File: src/rtl/buzzer_beep_ctl_pkg.sv
// -----------------------------------------------------------------------------
// buzzer_beep_ctl_pkg
// Shared definitions for the buzzer beep controller:
//   - FSM state encoding (IDLE/BEEP/GAP)
//   - default clock frequency
//   - counter width helper
// -----------------------------------------------------------------------------
package buzzer_beep_ctl_pkg;

    typedef enum logic [1:0] {
        IDLE = 2'd0,
        BEEP = 2'd1,
        GAP  = 2'd2
    } state_e;

    localparam int DEFAULT_CLK_FREQ_HZ = 50_000_000;

    // Width needed to hold 0..n-1, never less than one bit.
    function automatic int cnt_width(input int n);
        return (n > 1) ? $clog2(n) : 1;
    endfunction

endpackage

File: src/rtl/buzzer_beep_ctl_ms_tick_gen.sv
// -----------------------------------------------------------------------------
// ms_tick_gen
// Free-running divider producing a one-cycle Tick every MS clocks.
// Ports:
//   CLK  - clock, rising edge
//   RSTn - asynchronous active-low reset
//   Clr  - synchronous restart: the count is 0 in the cycle after Clr
//   Tick - high in the last cycle of every MS-cycle period
// -----------------------------------------------------------------------------
module ms_tick_gen
    import buzzer_beep_ctl_pkg::*;
#(
    parameter int MS = 8
) (
    input  logic CLK,
    input  logic RSTn,
    input  logic Clr,
    output logic Tick
);

    localparam int            W    = cnt_width(MS);
    localparam logic [W-1:0]  LAST = W'(MS - 1);

    logic [W-1:0] cnt_q;
    logic [W-1:0] cnt_d;

    // Next count: wrap at LAST, restart on Clr.
    always_comb begin
        cnt_d = cnt_q;
        if (Clr || (cnt_q == LAST)) begin
            cnt_d = '0;
        end else begin
            cnt_d = cnt_q + W'(1);
        end
    end

    // Count register.
    always_ff @(posedge CLK or negedge RSTn) begin
        if (!RSTn) begin
            cnt_q <= '0;
        end else begin
            cnt_q <= cnt_d;
        end
    end

    assign Tick = (cnt_q == LAST);

endmodule

File: src/rtl/buzzer_beep_ctl.sv
// -----------------------------------------------------------------------------
// buzzer_beep_ctl
// Plays BEEP_COUNT beeps of BEEP_MS each, separated by GAP_MS of silence, on a
// rising edge of En_Sig. Tone is a square wave of TONE_HZ.
// Ports:
//   CLK        - clock, rising edge
//   RSTn       - asynchronous active-low reset
//   En_Sig     - beep request level; a rising edge starts a sequence
//   Stop_Sig   - synchronous abort back to IDLE (no Done_Sig)
//   Buzzer_Out - tone drive; inactive level is 1 when ACTIVE_LOW=1
//   Busy_Sig   - high while a sequence is running
//   Done_Sig   - one-cycle pulse in the first IDLE cycle after a full sequence
// -----------------------------------------------------------------------------
module buzzer_beep_ctl
    import buzzer_beep_ctl_pkg::*;
#(
    parameter int CLK_FREQ_HZ = DEFAULT_CLK_FREQ_HZ,
    parameter int TONE_HZ     = 2000,
    parameter int BEEP_MS     = 100,
    parameter int GAP_MS      = 50,
    parameter int BEEP_COUNT  = 2,
    parameter int ACTIVE_LOW  = 1
) (
    input  logic CLK,
    input  logic RSTn,
    input  logic En_Sig,
    input  logic Stop_Sig,
    output logic Buzzer_Out,
    output logic Busy_Sig,
    output logic Done_Sig
);

    localparam int HALF = CLK_FREQ_HZ / (2 * TONE_HZ);
    localparam int MS   = CLK_FREQ_HZ / 1000;

    localparam int TW  = cnt_width(HALF);
    localparam int MSW = cnt_width(((BEEP_MS > GAP_MS) ? BEEP_MS : GAP_MS) + 1);

    localparam logic [TW-1:0]  HALF_LAST = TW'(HALF - 1);
    localparam logic [MSW-1:0] BEEP_LAST = MSW'(BEEP_MS - 1);
    localparam logic [MSW-1:0] GAP_LAST  = MSW'(GAP_MS - 1);
    localparam logic [3:0]     BC        = 4'(BEEP_COUNT);
    localparam logic           BUZ_ON    = (ACTIVE_LOW != 0) ? 1'b0 : 1'b1;
    localparam logic           BUZ_OFF   = ~BUZ_ON;
    // A zero-length phase still occupies one cycle.
    localparam logic           BEEP_ZERO = (BEEP_MS == 0) ? 1'b1 : 1'b0;
    localparam logic           GAP_ZERO  = (GAP_MS == 0) ? 1'b1 : 1'b0;

    state_e          state_q, state_d;
    logic            en_q;
    logic            armed_q;
    logic [3:0]      beep_cnt_q, beep_cnt_d;
    logic [MSW-1:0]  ms_cnt_q, ms_cnt_d;
    logic [TW-1:0]   tone_cnt_q, tone_cnt_d;
    logic            buz_q, buz_d;
    logic            busy_q, busy_d;
    logic            done_q, done_d;

    logic            tick_s;
    logic            clr_s;
    logic            req_s;
    logic            beep_end_s;
    logic            gap_end_s;

    // armed_q masks the first cycle after reset so a level already high at
    // release is not seen as an edge.
    assign req_s      = En_Sig & ~en_q & armed_q;
    assign beep_end_s = BEEP_ZERO | (tick_s & (ms_cnt_q == BEEP_LAST));
    assign gap_end_s  = GAP_ZERO  | (tick_s & (ms_cnt_q == GAP_LAST));
    // Timers restart on every state entry and are held cleared in IDLE.
    assign clr_s      = (state_d != state_q) | (state_q == IDLE);

    ms_tick_gen #(
        .MS (MS)
    ) u_ms_tick (
        .CLK  (CLK),
        .RSTn (RSTn),
        .Clr  (clr_s),
        .Tick (tick_s)
    );

    // Next-state, beep count and Done pulse.
    always_comb begin
        state_d    = state_q;
        beep_cnt_d = beep_cnt_q;
        done_d     = 1'b0;
        if (Stop_Sig) begin
            state_d    = IDLE;
            beep_cnt_d = 4'd0;
        end else begin
            case (state_q)
                IDLE: begin
                    if (req_s) begin
                        state_d    = BEEP;
                        beep_cnt_d = 4'd1;
                    end else begin
                        beep_cnt_d = 4'd0;
                    end
                end
                BEEP: begin
                    if (beep_end_s) begin
                        if (beep_cnt_q < BC) begin
                            state_d = GAP;
                        end else begin
                            state_d    = IDLE;
                            beep_cnt_d = 4'd0;
                            done_d     = 1'b1;
                        end
                    end else begin
                        state_d = BEEP;
                    end
                end
                GAP: begin
                    if (gap_end_s) begin
                        state_d    = BEEP;
                        beep_cnt_d = beep_cnt_q + 4'd1;
                    end else begin
                        state_d = GAP;
                    end
                end
                default: begin
                    state_d    = IDLE;
                    beep_cnt_d = 4'd0;
                end
            endcase
        end
    end

    // Phase timer, tone generator and registered output levels.
    always_comb begin
        ms_cnt_d   = ms_cnt_q;
        tone_cnt_d = tone_cnt_q;
        buz_d      = BUZ_OFF;
        busy_d     = (state_d != IDLE);

        if (clr_s) begin
            ms_cnt_d = '0;
        end else if (tick_s) begin
            ms_cnt_d = ms_cnt_q + MSW'(1);
        end else begin
            ms_cnt_d = ms_cnt_q;
        end

        if (state_d == BEEP) begin
            if (state_q != BEEP) begin
                // Fresh BEEP: start sounding immediately with a new half period.
                tone_cnt_d = '0;
                buz_d      = BUZ_ON;
            end else if (tone_cnt_q == HALF_LAST) begin
                tone_cnt_d = '0;
                buz_d      = ~buz_q;
            end else begin
                tone_cnt_d = tone_cnt_q + TW'(1);
                buz_d      = buz_q;
            end
        end else begin
            tone_cnt_d = '0;
            buz_d      = BUZ_OFF;
        end
    end

    // State and datapath registers; reset silences the buzzer at once.
    always_ff @(posedge CLK or negedge RSTn) begin
        if (!RSTn) begin
            state_q    <= IDLE;
            en_q       <= 1'b0;
            armed_q    <= 1'b0;
            beep_cnt_q <= 4'd0;
            ms_cnt_q   <= '0;
            tone_cnt_q <= '0;
            buz_q      <= BUZ_OFF;
            busy_q     <= 1'b0;
            done_q     <= 1'b0;
        end else begin
            state_q    <= state_d;
            en_q       <= En_Sig;
            armed_q    <= 1'b1;
            beep_cnt_q <= beep_cnt_d;
            ms_cnt_q   <= ms_cnt_d;
            tone_cnt_q <= tone_cnt_d;
            buz_q      <= buz_d;
            busy_q     <= busy_d;
            done_q     <= done_d;
        end
    end

    assign Buzzer_Out = buz_q;
    assign Busy_Sig   = busy_q;
    assign Done_Sig   = done_q;

endmodule

File: config.mk
export PLATFORM = sky130hd
export DESIGN_NAME = buzzer_beep_ctl
export DESIGN_NICKNAME = d
export VERILOG_FILES = /design/src/rtl/buzzer_beep_ctl_pkg.sv /design/src/rtl/buzzer_beep_ctl_ms_tick_gen.sv /design/src/rtl/buzzer_beep_ctl.sv
export SDC_FILE = /design/constraint.sdc
export NUM_CORES = 1
export LEC_CHECK = 0
export CAP_MARGIN = 5
export CELL_PAD_IN_SITES_DETAIL_PLACEMENT = 1
export CELL_PAD_IN_SITES_GLOBAL_PLACEMENT = 1
export CORE_MARGIN = 2
export CORE_UTILIZATION = 38
export CTS_BUF_LIST = sky130_fd_sc_hd__clkbuf_8
export CTS_CLUSTER_SIZE = 25
export DETAILED_ROUTE_END_ITERATION = 8
export PLACE_DENSITY_LB_ADDON = 0.1
export SYNTH_ARGS = -nofsm -noshare
export SYNTH_HDL_FRONTEND = slang
export SYNTH_HIERARCHICAL = 1
export SYNTH_SLANG_ARGS = --single-unit
File: constraint.sdc
create_clock -name CLK -period 3.3 [get_ports CLK]
set_input_delay 0.99 -clock CLK [delete_from_list [all_inputs] [get_ports CLK]]
set_output_delay 0.99 -clock CLK [all_outputs]
set_load 0.005 [all_outputs]
==> Word-level counts from Yosys, hierarchy flattened <==
Index checks and enable logic that the tools add are counted.
{ "op_classes": {"addsub": 4, "order_cmp": 1, "n_eq_ne": 13, "mux": 25, "bitwise_logic": 7, "reduce_logical": 5} }
{ "ops": {"columns": ["op", "count"], "rows": [
  ["14-bit two-way mux", 3],
  ["16-bit by 1-bit adder with 16-bit output (second input constant)", 1],
  ["16-bit equality test (second input constant)", 1],
  ["16-bit two-way mux", 1],
  ["4-bit two-way mux", 4],
  ["14-bit by 1-bit adder with 14-bit output (second input constant)", 1],
  ["14-bit equality test (second input constant)", 1],
  ["7-bit two-way mux", 2],
  ["4-bit one-hot mux with 3 select lines", 1],
  ["2-bit two-way mux", 5],
  ["3-bit inequality test (second input constant)", 3],
  ["1-bit two-way mux", 8],
  ["7-bit by 1-bit adder with 7-bit output (second input constant)", 1],
  ["7-bit by 6-bit equality test with 1-bit output (second input constant)", 1],
  ["7-bit equality test (second input constant)", 1],
  ["2-bit one-hot mux with 3 select lines", 1],
  ["4-bit by 1-bit adder with 4-bit output (second input constant)", 1],
  ["1-bit AND", 4],
  ["2-bit by 1-bit equality test with 1-bit output (second input constant)", 2],
  ["4-bit by 2-bit < comparator with 1-bit output (second input constant)", 1],
  ["2-bit nonzero test", 2],
  ["3-bit by 1-bit inequality test with 1-bit output (second input constant)", 1],
  ["3-bit AND reduction", 1],
  ["2-bit equality test (second input constant)", 1],
  ["other kinds (6)", 7]
]} }
{ "totals": {"register_bits": 48, "output_inout_bits": 3, "word_cells": 65} }

==> Longest topological paths before layout <==
{ "depth": {"depth_word": 10, "mapped_depth": 12} }

==> Hierarchy <==
The synthesis kept the hierarchy.
{ "by_module_without_submodules": {"columns": ["module", "n_inst", "cells_per_inst", "area_per_inst_um2", "seq_area_each_um2"], "rows": [
  ["buzzer_beep_ctl", 1, 161, 1597.8, 802.0],
  ["ms_tick_gen", 1, 80, 792.0, 400.4]
]} }

==> Worst setup path before layout <==
No wires, ideal clock.
{ "synth_timing": {"path_kind": "reg-to-reg", "startpoint": "register u_ms_tick.cnt_q[4]", "endpoint": "register u_ms_tick.cnt_q[10]", "t_arrival_ns": 2.765, "required_ns": 3.181, "path_slack_ns": 0.416, "stages_incl_launch_ff": 12, "n_path_buf": 4, "cell_sequence": "dfrtp_1 > or4b_1 > nor4_2 > clkbuf_1 > and4b_1 > clkbuf_1 > a21oi_1 > o21ai_1 > or2_1 > buf_6 > buf_6 > nor2_1"} }
{ "synth_via": {"elab_chain_len": 9, "elab_cells_between_ends": 12, "classes_between": "add/sub: 1; eq/ne: 2; mux: 5; bitwise: 3; reduce/logical: 1"} }
{ "synth_lines": {"columns": ["item", "line_no", "source"], "rows": [
  ["start, declared", "buzzer_beep_ctl_ms_tick_gen.sv:24", "logic [W-1:0] cnt_q;"],
  ["start signal, assigned", "buzzer_beep_ctl_ms_tick_gen.sv:42", "cnt_q <= cnt_d;"],
  ["16-bit equality test (*)", "buzzer_beep_ctl_ms_tick_gen.sv:46", "assign Tick = (cnt_q == LAST);"],
  ["named net tick_s", "buzzer_beep_ctl.sv:59", "logic tick_s;"],
  ["1-bit AND, on equally long branches", "buzzer_beep_ctl.sv:69, buzzer_beep_ctl.sv:68", null],
  ["2-bit two-way mux, on equally long branches", "buzzer_beep_ctl.sv:114, buzzer_beep_ctl.sv:101", null],
  ["2-bit one-hot mux with 3 select lines (*)", "buzzer_beep_ctl.sv:91", "case (state_q)"],
  ["2-bit two-way mux (*)", "buzzer_beep_ctl.sv:87", "if (Stop_Sig) begin"],
  ["2-bit inequality test (*)", "buzzer_beep_ctl.sv:71", "assign clr_s = (state_d != state_q) | (state_q == IDLE);"],
  ["1-bit OR (*)", "buzzer_beep_ctl.sv:71", null],
  ["named net clr_s", "buzzer_beep_ctl.sv:60", "logic clr_s;"],
  ["1-bit logical OR (*)", "buzzer_beep_ctl_ms_tick_gen.sv:30", "if (Clr || (cnt_q == LAST)) begin"],
  ["16-bit two-way mux (*)", "buzzer_beep_ctl_ms_tick_gen.sv:30", null],
  ["named net u_ms_tick.cnt_d[10]", "buzzer_beep_ctl_ms_tick_gen.sv:25", "logic [W-1:0] cnt_d;"]
]} }
The timed path passes the listed nets; every way through them passes the cells marked *.
A chain may end at the register's enable or synchronous reset.

==> Worst setup path in the final report <==
{ "layout_timing": {"startpoint": "register u_ms_tick.cnt_q[11]", "endpoint": "register u_ms_tick.cnt_q[12]"} }
The elaborated chain is that of the path after synthesis.

==> summary.md <==
| Metric | Value |
|---|---|
| Clk pin slew, worst setup/hold paths | ~0.090 ns |
| Diode count | 0 |
| Net Sw Power | between 0.0002 and 0.00025 W |
| Leak Pwr | 1.01 nW |
| Status | complete, no violations |
| Total number of vias | between 1500 and 2000 |
| Complex-gate fraction of the synthesized area | 0.0654 |
| Int Power | ~0.00083 W |
| Root buf cell | clkbuf_8 |
| Syn avg cell area | between 9 and 10 um2 |
| Setup TNS | 0 ns |
| Starting Density | 0.399 |
| Sequential share of power | 0.562 |
| Die extent in x | between 80 and 90 um |
| Max transition margin | 0.514 |
| Worst Hold Class | reg2reg |
| Total of max-cap violations | 0 |
| Vias per cell | 5.31 |
| Worst path required time | 3.46 ns |
| Hpwl dp | between 3000 and 4000 um |
| All-Layer GR Usage | 0.160 |
| Clock power share | 0.400 |
| Final core occ | 0.441 |
| Critical Path Sink Type | register |
| Min Tclk post-route | approximately 2.8 ns |
| Core Rows | 28 |
| Area of the mapped netlist | between 2000 and 2500 um2 |
| Sequential area share after synthesis | 0.503 |
| Post-CTS Setup Inserts | 0 |
| Number of CTS-inserted buffers | 5 |
| Die area | between 6000 and 7000 um2 |
| Post-Synth Simple-Gate Area | 0.266 |
| Crit Path Class | reg2reg |
| Number of remaining DRC errors | 0 |
| Synthesized flop and latch total | 48 |
| First-pass iteration count of the detailed router | 4 |
| Fin. max-slew vios | 0 |
| Xor and xnor area share after synthesis | 0.110 |
| CTS H-tree depth | 2 |
| Setup violators final | 0 |
| Port Buffers | 6 |
| Number of global-route vias before repair | 1836 |
| Gate Count Post-Synth | ~240 |
| Nets | approximately 260 |
| Global-route wire length before repair | 9010 um |
| Number of distinct library cells after synthesis | 44 |
| Syn nets | between 200 and 300 |
| Primary FF master, synth | dfrtp_1 |
| Pin count of the biggest net entering global routing | 37 |
| Post-CTS Resized | 0 |
| Adder-cell share of the synthesized area | 0.0262 |
| Skew final | 0.0102 ns |
| Slew @ Worst Pin | approximately 0.73 ns |
| Initial antenna violation count | 0 |
| Remaining Overflow, GRT | 0 |
| Post-route ant nets | 0 |
| CTS tree | yes |
| Number of synthesized flops with an enable pin | 0 |
| Ys Warns | 6 |
| GPL Wtd Cong | a little under 0.8 |
| RSZ-0062 raised after global routing | false |
| Routed WL | around 5000 um |
| Clk_lat worst skew | roughly 0.3 ns |
| Area growth, synth to finish | 10.6% |
| Final period utilization | 0.844 |
| Layout Cell Area excl Fill | 2640 um2 |
| Largest family of logic cells by synthesized area | simple AND/OR/NAND/NOR gates |
| Max clock buf depth | 2 |
| FFs w/ async S/R, synth | 1.00 |
| Switching Share | 0.220 |
| Die height | ~83 um |
| Achievable frequency | approximately 360 MHz |
| VDD IR max | about 0.23 mV |
| Comb power frac | 0.039 |
| Post-DP Area | about 2500 um2 |
| Hold Buf Count CTS | 0 |
| Hold Fails Final Rpt | 0 |
| Initial drt markers | 57 |
| Layout cell share with drive strength beyond 1 | 0.0709 |
| Num Clock Sinks | 48 |
| Worst Path Arrival | ~3.0 ns |
| IO Pins | 7 |
| Critical path fanouts, max | 15 |
| Startpoint Class | register |
| Mux cell area share after synthesis | 0 |
| Core Area | around 6000 um2 |
| Avg WL per Cell | 15.5 um |
| Power per cell area | roughly 400 nW/um2 |
[flip-flops by register name, summed over array words and instances, names as in the netlist]
register and cells:
beep_cnt_q 4, Done_Sig 1, tone_cnt_q 14, state_q 2, ms_cnt_q 7, Busy_Sig 1, u_ms_tick/cnt_q 16, armed_q 1
Buzzer_Out 1, en_q 1
[cells by family (layout without fill, tap and decap cells)]
family,count (synthesis),in the layout
AO/OA/AOI/OAI,23,23
buffers and inverters,13,26
other,1,1
flip-flops,48,48
adder cells (fa/ha/maj),5,5
XOR/XNOR,30,30
AND/OR/NAND/NOR,121,121
[cells in the mapped netlist (4+ instances only)]
library cell / n / area [um2]
nand3_1: 13 / 65.1
dfrtp_1: 47 / 1180
xnor2_1: 21 / 184
nand4_1: 8 / 50.1
nor2_1: 34 / 128
inv_1: 7 / 26.3
nor3_1: 19 / 95.1
ha_1: 5 / 62.6
and3_1: 4 / 25.0
a21oi_1: 5 / 25.0
a211oi_1: 4 / 30.0
nor4_1: 6 / 37.5
nand2_1: 16 / 60.1
xor2_1: 9 / 78.8
[worst max-delay path, cell delays in order, from the launching register on]
cell and delay (ns):
dfrtp_1 0.45, or4b_1 0.51, nor4_2 0.28, and4b_1 0.37, a21oi_1 0.17, o21ai_1 0.24
or2_1 0.50, nor2_1 0.11
[path summary, 6_finish.rpt]
kind,start,to,slack [ns],depth (start not counted)
worst max-delay path,u_ms_tick/cnt_q[11],u_ms_tick/cnt_q[12],0.52,7
worst min-delay path,tone_cnt_q[0],tone_cnt_q[0],0.47,1
worst max register to register,u_ms_tick/cnt_q[11],u_ms_tick/cnt_q[12],0.52,7
worst min register to register,tone_cnt_q[0],tone_cnt_q[0],0.47,1
max in group asynchronous,RSTn,u_ms_tick/cnt_q[8],1.98,2
min in group asynchronous,RSTn,tone_cnt_q[12],0.56,1
[power groups by stage]
stage	registers, W	logic (W)	clock network, W
6_report	0.000596	0.0000412	0.000424
2_1_floorplan	0.000607	0.0000182	0
3_5_place_dp	0.000607	0.0000433	0
4_1_cts	0.000596	0.0000431	0.000440
3_3_place_gp	0.000607	0.0000421	0
5_1_grt	0.000597	0.0000475	0.000463
[placed cells by master (no fill, tap or decap), types with 2 or more instances in the layout]
| master | instances |
|---|---|
| a21oi_1 | 5 |
| nand3_1 | 13 |
| or3_1 | 2 |
| or4b_1 | 3 |
| inv_1 | 8 |
| nor2_1 | 34 |
| ha_1 | 5 |
| or4_1 | 2 |
| dfrtp_1 | 47 |
| nor4_1 | 6 |
| clkdlybuf4s50_1 | 5 |
| o21ai_0 | 3 |
| and3_1 | 4 |
| nand2_1 | 16 |
| clkbuf_8 | 5 |
| buf_4 | 5 |
| nor3_1 | 19 |
| xnor2_1 | 21 |
| nand4b_1 | 2 |
| a31oi_1 | 3 |
| a211oi_1 | 4 |
| xor2_1 | 9 |
| nand4_1 | 8 |
| nor2b_1 | 2 |
[routing by layer]
metal | wire (um) | GRT usage
met5 | 0 | 0
met4 | 57 | 0.0402
met3 | 108 | 0.0358
met2 | 2310 | 0.251
met1 | 2620 | 0.224
[stage by stage]
stage	total power (W)	hold slack, ns	cells	worst slack, ns
finish	0.00106	0.473	329	0.515
global route	0.00111	0.493	329	0.234
CTS	0.00108	0.476	329	0.455
detailed placement	0.000651	0.463	321	0.484
global placement	0.000649	0.455	321	0.551
floorplan	0.000625	0.435	241	0.416
[final cells by class]
cell class,count,area (um2)
multi-input cells,180,1120
flip-flops and latches,48,1200
clock buffers,5,68.8
clock inverters,3,38.8
fillers,666,3350
inverters,7,26.3
well taps,75,93.8
repair buffers,11,92.6
Power figures use the tool's default switching activity.
